<file path="config.mk">
export PLATFORM = sky130hd
export DESIGN_NAME = dc_port_arbiter_flat
export DESIGN_NICKNAME = d
export VERILOG_FILES = /design/src/rtl/dc_port_arbiter_if.sv /design/src/rtl/dc_port_arbiter.sv /design/src/flat_wrapper.sv
export SDC_FILE = /design/constraint.sdc
export NUM_CORES = 1
export LEC_CHECK = 0
export ABC_AREA = 1
export BUFFER_PORTS_ARGS = -buffer_cell sky130_fd_sc_hd__buf_2
export CAP_MARGIN = 20
export CELL_PAD_IN_SITES_DETAIL_PLACEMENT = 2
export CELL_PAD_IN_SITES_GLOBAL_PLACEMENT = 2
export CORE_ASPECT_RATIO = 1.75
export CORE_MARGIN = 10
export CORE_UTILIZATION = 21
export CTS_CLUSTER_DIAMETER = 30
export DETAILED_ROUTE_END_ITERATION = 10
export PLACE_DENSITY_LB_ADDON = 0.1
export SETUP_SLACK_MARGIN = 0.2
export SYNTH_ARGS = -nofsm -noshare
export SYNTH_HDL_FRONTEND = slang
export SYNTH_SLANG_ARGS = --single-unit
</file>
<file path="constraint.sdc">
create_clock -name clk_core -period 1.6 [get_ports clk_core]
set_input_delay 0.16 -clock clk_core [delete_from_list [all_inputs] [get_ports clk_core]]
set_output_delay 0.16 -clock clk_core [all_outputs]
set_load 0.05 [all_outputs]
</file>
<file path="src/rtl/dc_port_arbiter_if.sv">
// Bundle between the dcache read-port arbiter and its requesters/dcache.
// slave: arbiter side; master: requesters, csr and dcache side.
interface dc_port_arbiter_if;
  logic        ptw_req;
  logic        ptw_trans;
  logic [29:0] ptw_addr;
  logic        ptw_gnt;

  logic        fe_req;
  logic [26:0] fe_addr;
  logic        fe_gnt;

  logic        ls_req;
  logic [29:0] ls_addr;
  logic        ls_gnt;

  logic        csr_kill;
  logic [31:0] csr_satp;

  logic        dc_read;
  logic        dc_trans;
  logic [8:0]  dc_asid;
  logic [29:0] dc_addr;
  logic        dc_ready;
  logic [1:0]  arb_owner;

  modport slave (
    input  ptw_req,
    input  ptw_trans,
    input  ptw_addr,
    output ptw_gnt,
    input  fe_req,
    input  fe_addr,
    output fe_gnt,
    input  ls_req,
    input  ls_addr,
    output ls_gnt,
    input  csr_kill,
    input  csr_satp,
    output dc_read,
    output dc_trans,
    output dc_asid,
    output dc_addr,
    input  dc_ready,
    output arb_owner
  );

  modport master (
    output ptw_req,
    output ptw_trans,
    output ptw_addr,
    input  ptw_gnt,
    output fe_req,
    output fe_addr,
    input  fe_gnt,
    output ls_req,
    output ls_addr,
    input  ls_gnt,
    output csr_kill,
    output csr_satp,
    input  dc_read,
    input  dc_trans,
    input  dc_asid,
    input  dc_addr,
    output dc_ready,
    input  arb_owner
  );
endinterface

</file>
<file path="src/rtl/dc_port_arbiter.sv">
// dcache read-port arbiter: ptw > fe > ls, ls anti-starvation, csr_kill.
// Ports: clk_core, reset_n (async, low), bus (dc_port_arbiter_if.slave).
module dc_port_arbiter #(
  parameter int unsigned STARVE_LIMIT = 4
) (
  input logic              clk_core,
  input logic              reset_n,
  dc_port_arbiter_if.slave bus
);

  localparam logic [0:0] S_IDLE  = 1'b0;
  localparam logic [0:0] S_ISSUE = 1'b1;

  localparam logic [1:0] OWN_NONE = 2'b00;
  localparam logic [1:0] OWN_PTW  = 2'b01;
  localparam logic [1:0] OWN_FE   = 2'b10;
  localparam logic [1:0] OWN_LS   = 2'b11;

  localparam logic [3:0] LIMIT = 4'(STARVE_LIMIT);

  logic [0:0]  state_q, state_d;
  logic [1:0]  owner_q, owner_d;
  logic [29:0] addr_q, addr_d;
  logic        trans_q, trans_d;
  logic [3:0]  starve_q, starve_d;

  logic issue;
  logic accept;
  logic ls_kill;
  logic arb_en;
  logic ptw_g, fe_g, ls_g;
  logic ptw_c, fe_c, ls_c;
  logic starved;
  logic win_ptw, win_fe, win_ls;
  logic unused_satp;

  assign issue   = (state_q == S_ISSUE);
  assign accept  = issue & bus.dc_ready;
  assign ls_kill = issue & (owner_q == OWN_LS) & bus.csr_kill;

  assign ptw_g = accept & (owner_q == OWN_PTW);
  assign fe_g  = accept & (owner_q == OWN_FE);
  assign ls_g  = accept & (owner_q == OWN_LS)
               & ~bus.csr_kill;

  // A killed ls access is abandoned, so the port is free to re-arbitrate
  // even if the dcache has not accepted it.
  assign arb_en = ~issue | bus.dc_ready | ls_kill;

  // The requester granted this cycle is not a candidate again.
  assign ptw_c = bus.ptw_req & ~ptw_g;
  assign fe_c  = bus.fe_req & ~fe_g;
  assign ls_c  = bus.ls_req & ~bus.csr_kill & ~ls_g;

  assign starved = (starve_q >= LIMIT);

  assign win_ptw = ptw_c;
  assign win_ls  = ~ptw_c & ls_c & (starved | ~fe_c);
  assign win_fe  = ~ptw_c & fe_c & ~(ls_c & starved);

  always_comb begin
    state_d = state_q;
    owner_d = owner_q;
    addr_d  = addr_q;
    trans_d = trans_q;
    if (arb_en) begin
      unique case (1'b1)
        win_ptw: begin
          state_d = S_ISSUE;
          owner_d = OWN_PTW;
          addr_d  = bus.ptw_addr;
          trans_d = bus.ptw_trans;
        end
        win_fe: begin
          state_d = S_ISSUE;
          owner_d = OWN_FE;
          addr_d  = {3'b000, bus.fe_addr};
          trans_d = 1'b0;
        end
        win_ls: begin
          state_d = S_ISSUE;
          owner_d = OWN_LS;
          addr_d  = bus.ls_addr;
          trans_d = bus.csr_satp[31];
        end
        default: begin
          state_d = S_IDLE;
          owner_d = OWN_NONE;
        end
      endcase
    end
  end

  always_comb begin
    starve_d = starve_q;
    if (arb_en) begin
      if (ls_kill) begin
        starve_d = 4'd0;
      end else if (win_fe & ls_c) begin
        if (starve_q != 4'hf) begin
          starve_d = starve_q + 4'd1;
        end
      end else if (win_ls | ~bus.ls_req) begin
        starve_d = 4'd0;
      end
    end
  end

  always_ff @(posedge clk_core or negedge reset_n) begin
    if (!reset_n) begin
      state_q  <= S_IDLE;
      owner_q  <= OWN_NONE;
      addr_q   <= '0;
      trans_q  <= 1'b0;
      starve_q <= '0;
    end else begin
      state_q  <= state_d;
      owner_q  <= owner_d;
      addr_q   <= addr_d;
      trans_q  <= trans_d;
      starve_q <= starve_d;
    end
  end

  assign bus.ptw_gnt   = ptw_g;
  assign bus.fe_gnt    = fe_g;
  assign bus.ls_gnt    = ls_g;
  assign bus.dc_read   = issue;
  assign bus.dc_trans  = trans_q;
  assign bus.dc_addr   = addr_q;
  assign bus.arb_owner = owner_q;
  assign bus.dc_asid   = bus.csr_satp[30:22];

  assign unused_satp = ^bus.csr_satp[21:0];

endmodule

</file>
<file path="src/flat_wrapper.sv">
// flat-port wrapper written by rule: the top's interface ports become plain ports
module dc_port_arbiter_flat 
#(
  parameter int unsigned STARVE_LIMIT = 4
)
  (clk_core, reset_n, bus_ptw_req, bus_ptw_trans, bus_ptw_addr, bus_ptw_gnt, bus_fe_req, bus_fe_addr, bus_fe_gnt, bus_ls_req, bus_ls_addr, bus_ls_gnt, bus_csr_kill, bus_csr_satp, bus_dc_read, bus_dc_trans, bus_dc_asid, bus_dc_addr, bus_dc_ready, bus_arb_owner);
  dc_port_arbiter_if bus_i ();
  input logic clk_core;
  input logic reset_n;
  input wire logic [$bits(bus_i.ptw_req)-1:0] bus_ptw_req;
  input wire logic [$bits(bus_i.ptw_trans)-1:0] bus_ptw_trans;
  input wire logic [$bits(bus_i.ptw_addr)-1:0] bus_ptw_addr;
  output wire logic [$bits(bus_i.ptw_gnt)-1:0] bus_ptw_gnt;
  input wire logic [$bits(bus_i.fe_req)-1:0] bus_fe_req;
  input wire logic [$bits(bus_i.fe_addr)-1:0] bus_fe_addr;
  output wire logic [$bits(bus_i.fe_gnt)-1:0] bus_fe_gnt;
  input wire logic [$bits(bus_i.ls_req)-1:0] bus_ls_req;
  input wire logic [$bits(bus_i.ls_addr)-1:0] bus_ls_addr;
  output wire logic [$bits(bus_i.ls_gnt)-1:0] bus_ls_gnt;
  input wire logic [$bits(bus_i.csr_kill)-1:0] bus_csr_kill;
  input wire logic [$bits(bus_i.csr_satp)-1:0] bus_csr_satp;
  output wire logic [$bits(bus_i.dc_read)-1:0] bus_dc_read;
  output wire logic [$bits(bus_i.dc_trans)-1:0] bus_dc_trans;
  output wire logic [$bits(bus_i.dc_asid)-1:0] bus_dc_asid;
  output wire logic [$bits(bus_i.dc_addr)-1:0] bus_dc_addr;
  input wire logic [$bits(bus_i.dc_ready)-1:0] bus_dc_ready;
  output wire logic [$bits(bus_i.arb_owner)-1:0] bus_arb_owner;
  assign bus_i.ptw_req = bus_ptw_req;
  assign bus_i.ptw_trans = bus_ptw_trans;
  assign bus_i.ptw_addr = bus_ptw_addr;
  assign bus_ptw_gnt = bus_i.ptw_gnt;
  assign bus_i.fe_req = bus_fe_req;
  assign bus_i.fe_addr = bus_fe_addr;
  assign bus_fe_gnt = bus_i.fe_gnt;
  assign bus_i.ls_req = bus_ls_req;
  assign bus_i.ls_addr = bus_ls_addr;
  assign bus_ls_gnt = bus_i.ls_gnt;
  assign bus_i.csr_kill = bus_csr_kill;
  assign bus_i.csr_satp = bus_csr_satp;
  assign bus_dc_read = bus_i.dc_read;
  assign bus_dc_trans = bus_i.dc_trans;
  assign bus_dc_asid = bus_i.dc_asid;
  assign bus_dc_addr = bus_i.dc_addr;
  assign bus_i.dc_ready = bus_dc_ready;
  assign bus_arb_owner = bus_i.arb_owner;
  dc_port_arbiter #(.STARVE_LIMIT(STARVE_LIMIT)) u_core (.clk_core(clk_core), .reset_n(reset_n), .bus(bus_i));
endmodule
</file>
==> key figures <==
Outcome
  • Run status: finished, violations left
  • Failing checks: setup timing

Worst setup path
  • CP peak stage delay: 0.43 ns
  • WP depth: 13
  • CP Data Required Time: 1.78 ns
  • CP Launch Type: flop
  • Worst setup startpoint: u_core.bus.dc_read
  • Worst Path Buf+Inv: 5
  • Crit path capture type: flop
  • WP data arrival: 1.83 ns
  • RR Startpoint: u_core.bus.dc_read
  • Cell mode on critical path: nand2_1
  • CP Capture Point: u_core.bus.dc_addr[24]
  • Critical path class: flop to flop
  • Reg2reg end: u_core.bus.dc_addr[24]
  • Crit-path leading delay family: simple AND/OR/NAND/NOR gates
  • Crit-path max FO: 6
  • CP Cell Sequence: nand2_4 -> inv_4 -> nand2_4 -> nand2_8 -> buf_8 -> buf_12 -> clkbuf_16 -> nand4_1 -> nand2_1 -> inv_1 -> nand2_1 -> nand2_1 -> nand2_1
  • CP max stage cell: dfrtp_2
  • FF-to-FF setup slack: -0.05 ns
  • Worst R2R Path Depth: 13

Floorplanning
  • Die height: 171 µm
  • Core footprint: around 13,000 µm²
  • Initial core utilization: 0.213
  • DIE AREA: between 15,000 and 20,000 µm²
  • Rows: 55
  • Io pins: approximately 170
  • Die width: about 110 µm

Clocking
  • Max Buffers Root-to-Sink: 2
  • Clock transition at path regs: 0.07 ns
  • H-tree levels: 2
  • CTS tree: yes
  • CTS sink count: 38
  • CTS Root Cell: clkbuf_16
  • Num CTS Buffers: 5
  • Clk_lat worst skew: just under 0.3 ns

Synthesis
  • Mapped Avg Cell Area: between 6 and 7 µm²
  • Synthesized area: 2740 µm²
  • Cells after synthesis: just over 400
  • Post-Syn Nets: about 530
  • #FFs+latches synth: 38
  • Synth warn: 0
  • Seq/Total Area, Yosys: 0.347
  • Yosys cell types: 21

Place
  • Placed Cells: approximately 700
  • Buffers on Ports: ~130
  • RD Place Congestion: 0.753
  • DP HPWL: slightly above 10,000 µm

Global route
  • Busiest grt layer: met2
  • Vias in the first global route: 3,844
  • M2 GR Usage: 0.319
  • Pin count of the biggest net entering global routing: 27
  • Global-route wire length before repair: 22,000 µm
  • Met1 global-route usage: 0.151
  • Initial antenna violation count: 0
  • Total grt overflow: 0
  • Met3 usage: 0.0296
  • GRT Overall Usage: 0.156

Detailed routing
  • Vias per std cell: roughly 4.6
  • Via count: 3,342
  • Wirelength per Cell: 19.7 µm
  • Final wirelength: 14,400 µm
  • Post-DRT Antenna Nets: 0
  • DR iter-0 viols: 68
  • DRT Pass-1 Iters: 4
  • Remaining DRCs: 0

Final layout
  • Layout fillers: 1,566
  • ANT cells: 0
  • Final nets: 687
  • Cell Count, Final, Fillers Out: 731
  • Area Overhead vs Synth: 65.3%
  • Share of cells above drive strength 1: 0.468

Min path
  • Hold Path Class: input port to flop
  • Hold_sp: bus_ptw_addr[12]

STA
  • Final setup viols: 12
  • Clk_skew: between 0.01 and 0.015 ns
  • Slew @ Worst Pin: 0.390 ns
  • RSZ-0062 raised after global routing: true
  • Period utilization: 1.03
  • Fin. Hold Viols: 0
  • Setup WS post-layout: -0.0543 ns
  • Slew HR: 0.740
  • Accumulated negative setup slack: -0.197 ns
  • Max Transition Viols Final: 0
  • Crit path time final: 1.65 ns
  • Achievable Freq: 604 MHz

Power and ir drop
  • Leakage power: 2.49 nW
  • Peak supply drop: 0.000603 V
  • Pwr Density: roughly 1300 nW/µm²

Run
  • Max-Cap Viols: 0
-- layout make-up --
type	count	area, µm²	area share
well taps	171	214	0.0472
inverters	43	176	0.0389
multi-input cells	286	1670	0.368
flip-flops and latches	38	955	0.210
clock buffers	7	143	0.0314
clock inverters	1	5.00	0.00110
repair buffers	185	1380	0.303
-- registers in the layout (all words and copies together), names as in the netlist --
signal / cells
u_core.bus.arb_owner: 2
u_core.bus.dc_read: 1
u_core.bus.dc_trans: 1
u_core.bus.dc_addr: 30
u_core.starve_q: 4
-- routing by layer --
layer  wire length (µm)  share of wire
met1               4980           0.35
met2               8620           0.60
met3                580          0.040
met4                216          0.015
met5                  0              0
-- worst min path at each step --
stage / endpoint / slack (ns) / depth (start not counted)
after global routing: u_core.bus.dc_addr[10] / 0.21 / 5
after global placement: u_core.bus.dc_addr[5] / 0.19 / 2
final: u_core.bus.dc_addr[12] / 0.19 / 5
after detailed placement: u_core.bus.dc_addr[5] / 0.20 / 2
after floorplan: u_core.bus.arb_owner[0] / -0.14 / 0
after CTS: u_core.bus.dc_addr[12] / 0.18 / 5
-- where the power goes --
part           internal (mW)  total (mW)  switching (mW)  leakage, nW
clock                  0.619        1.04           0.419       0.0739
combinational           1.06        3.34            2.27         1.95
sequential              1.26        1.44           0.181        0.470
total                   2.94        5.81            2.87         2.49
-- synth_stat cells --
master,number,share of area
ha_1,1,0.0046
a21oi_1,1,0.0018
buf_4,17,0.047
nand3_2,2,0.0073
nand2_1,164,0.22
inv_2,6,0.0082
dfrtp_1,38,0.35
nand2_2,4,0.0091
nor2_1,9,0.012
nand4_1,54,0.12
nand2_4,1,0.0041
a31oi_1,2,0.0046
nand3_4,2,0.013
o21ai_1,1,0.0018
o21ai_0,1,0.0018
inv_1,37,0.051
nor3_1,1,0.0018
buf_2,14,0.026
nand3_1,39,0.071
nor2_2,4,0.0091
buf_6,8,0.033
-- layout by cell type (no fill, tap or decap), types with 2 or more instances in the layout --
cell type and instances:
nand3_1 18, nand2_8 3, nor2_2 3, nor2_4 7
inv_4 3, nor2_1 3, nand3_2 17, buf_8 5
o21ai_1 2, buf_2 130, dfrtp_2 3, buf_12 11
dfrtp_1 35, inv_2 6, inv_1 33, buf_16 4
nand2_2 13, buf_4 23, clkbuf_16 6, buf_6 10
nand2_1 147, nand2_4 6, nand4_1 54, nand3_4 8
-- per-stage QoR --
step | setup slack, ns | cell area (µm²) | power, mW | util | hold slack (ns)
final | -0.0543 | 4540 | 5.81 | 0.353 | 0.187
after global routing | -0.136 | 4540 | 6.18 | 0.353 | 0.209
after CTS | -0.00767 | 4400 | 5.82 | 0.342 | 0.184
after detailed placement | -0.109 | 3670 | 4.31 | 0.286 | 0.202
after global placement | -0.0622 | 3670 | 4.26 | 0.286 | 0.194
after floorplan | -0.161 | 2820 | 3.44 | - | -0.136
-- worst register-to-register path, stage by stage, from the launching register on --
cell       delay [ns]
dfrtp_2          0.43
nand2_4          0.10
inv_4            0.06
nand2_4          0.10
nand2_8          0.08
buf_8            0.14
buf_12           0.13
clkbuf_16        0.15
nand4_1          0.10
nand2_1          0.06
inv_1            0.05
nand2_1          0.05
nand2_1          0.05
nand2_1          0.04
-- cell families after synthesis --
logic type | share of synthesized area
flip-flops | 0.347
AND/OR/NAND/NOR | 0.475
AO/OA/AOI/OAI | 0.0100
buffers and inverters | 0.164
adder cells (fa/ha/maj) | 0.00456
-- what timing repair did --
item                                   CTS  global route
pin swaps                               40            32
cloned                                   5             1
endpoints found under the hold margin   25             0
resized for setup                       84            24
setup endpoints to repair               41            41
buffers inserted                        14             1
hold buffers                             1             0
No activity file was read; power rests on OpenSTA's default activity.
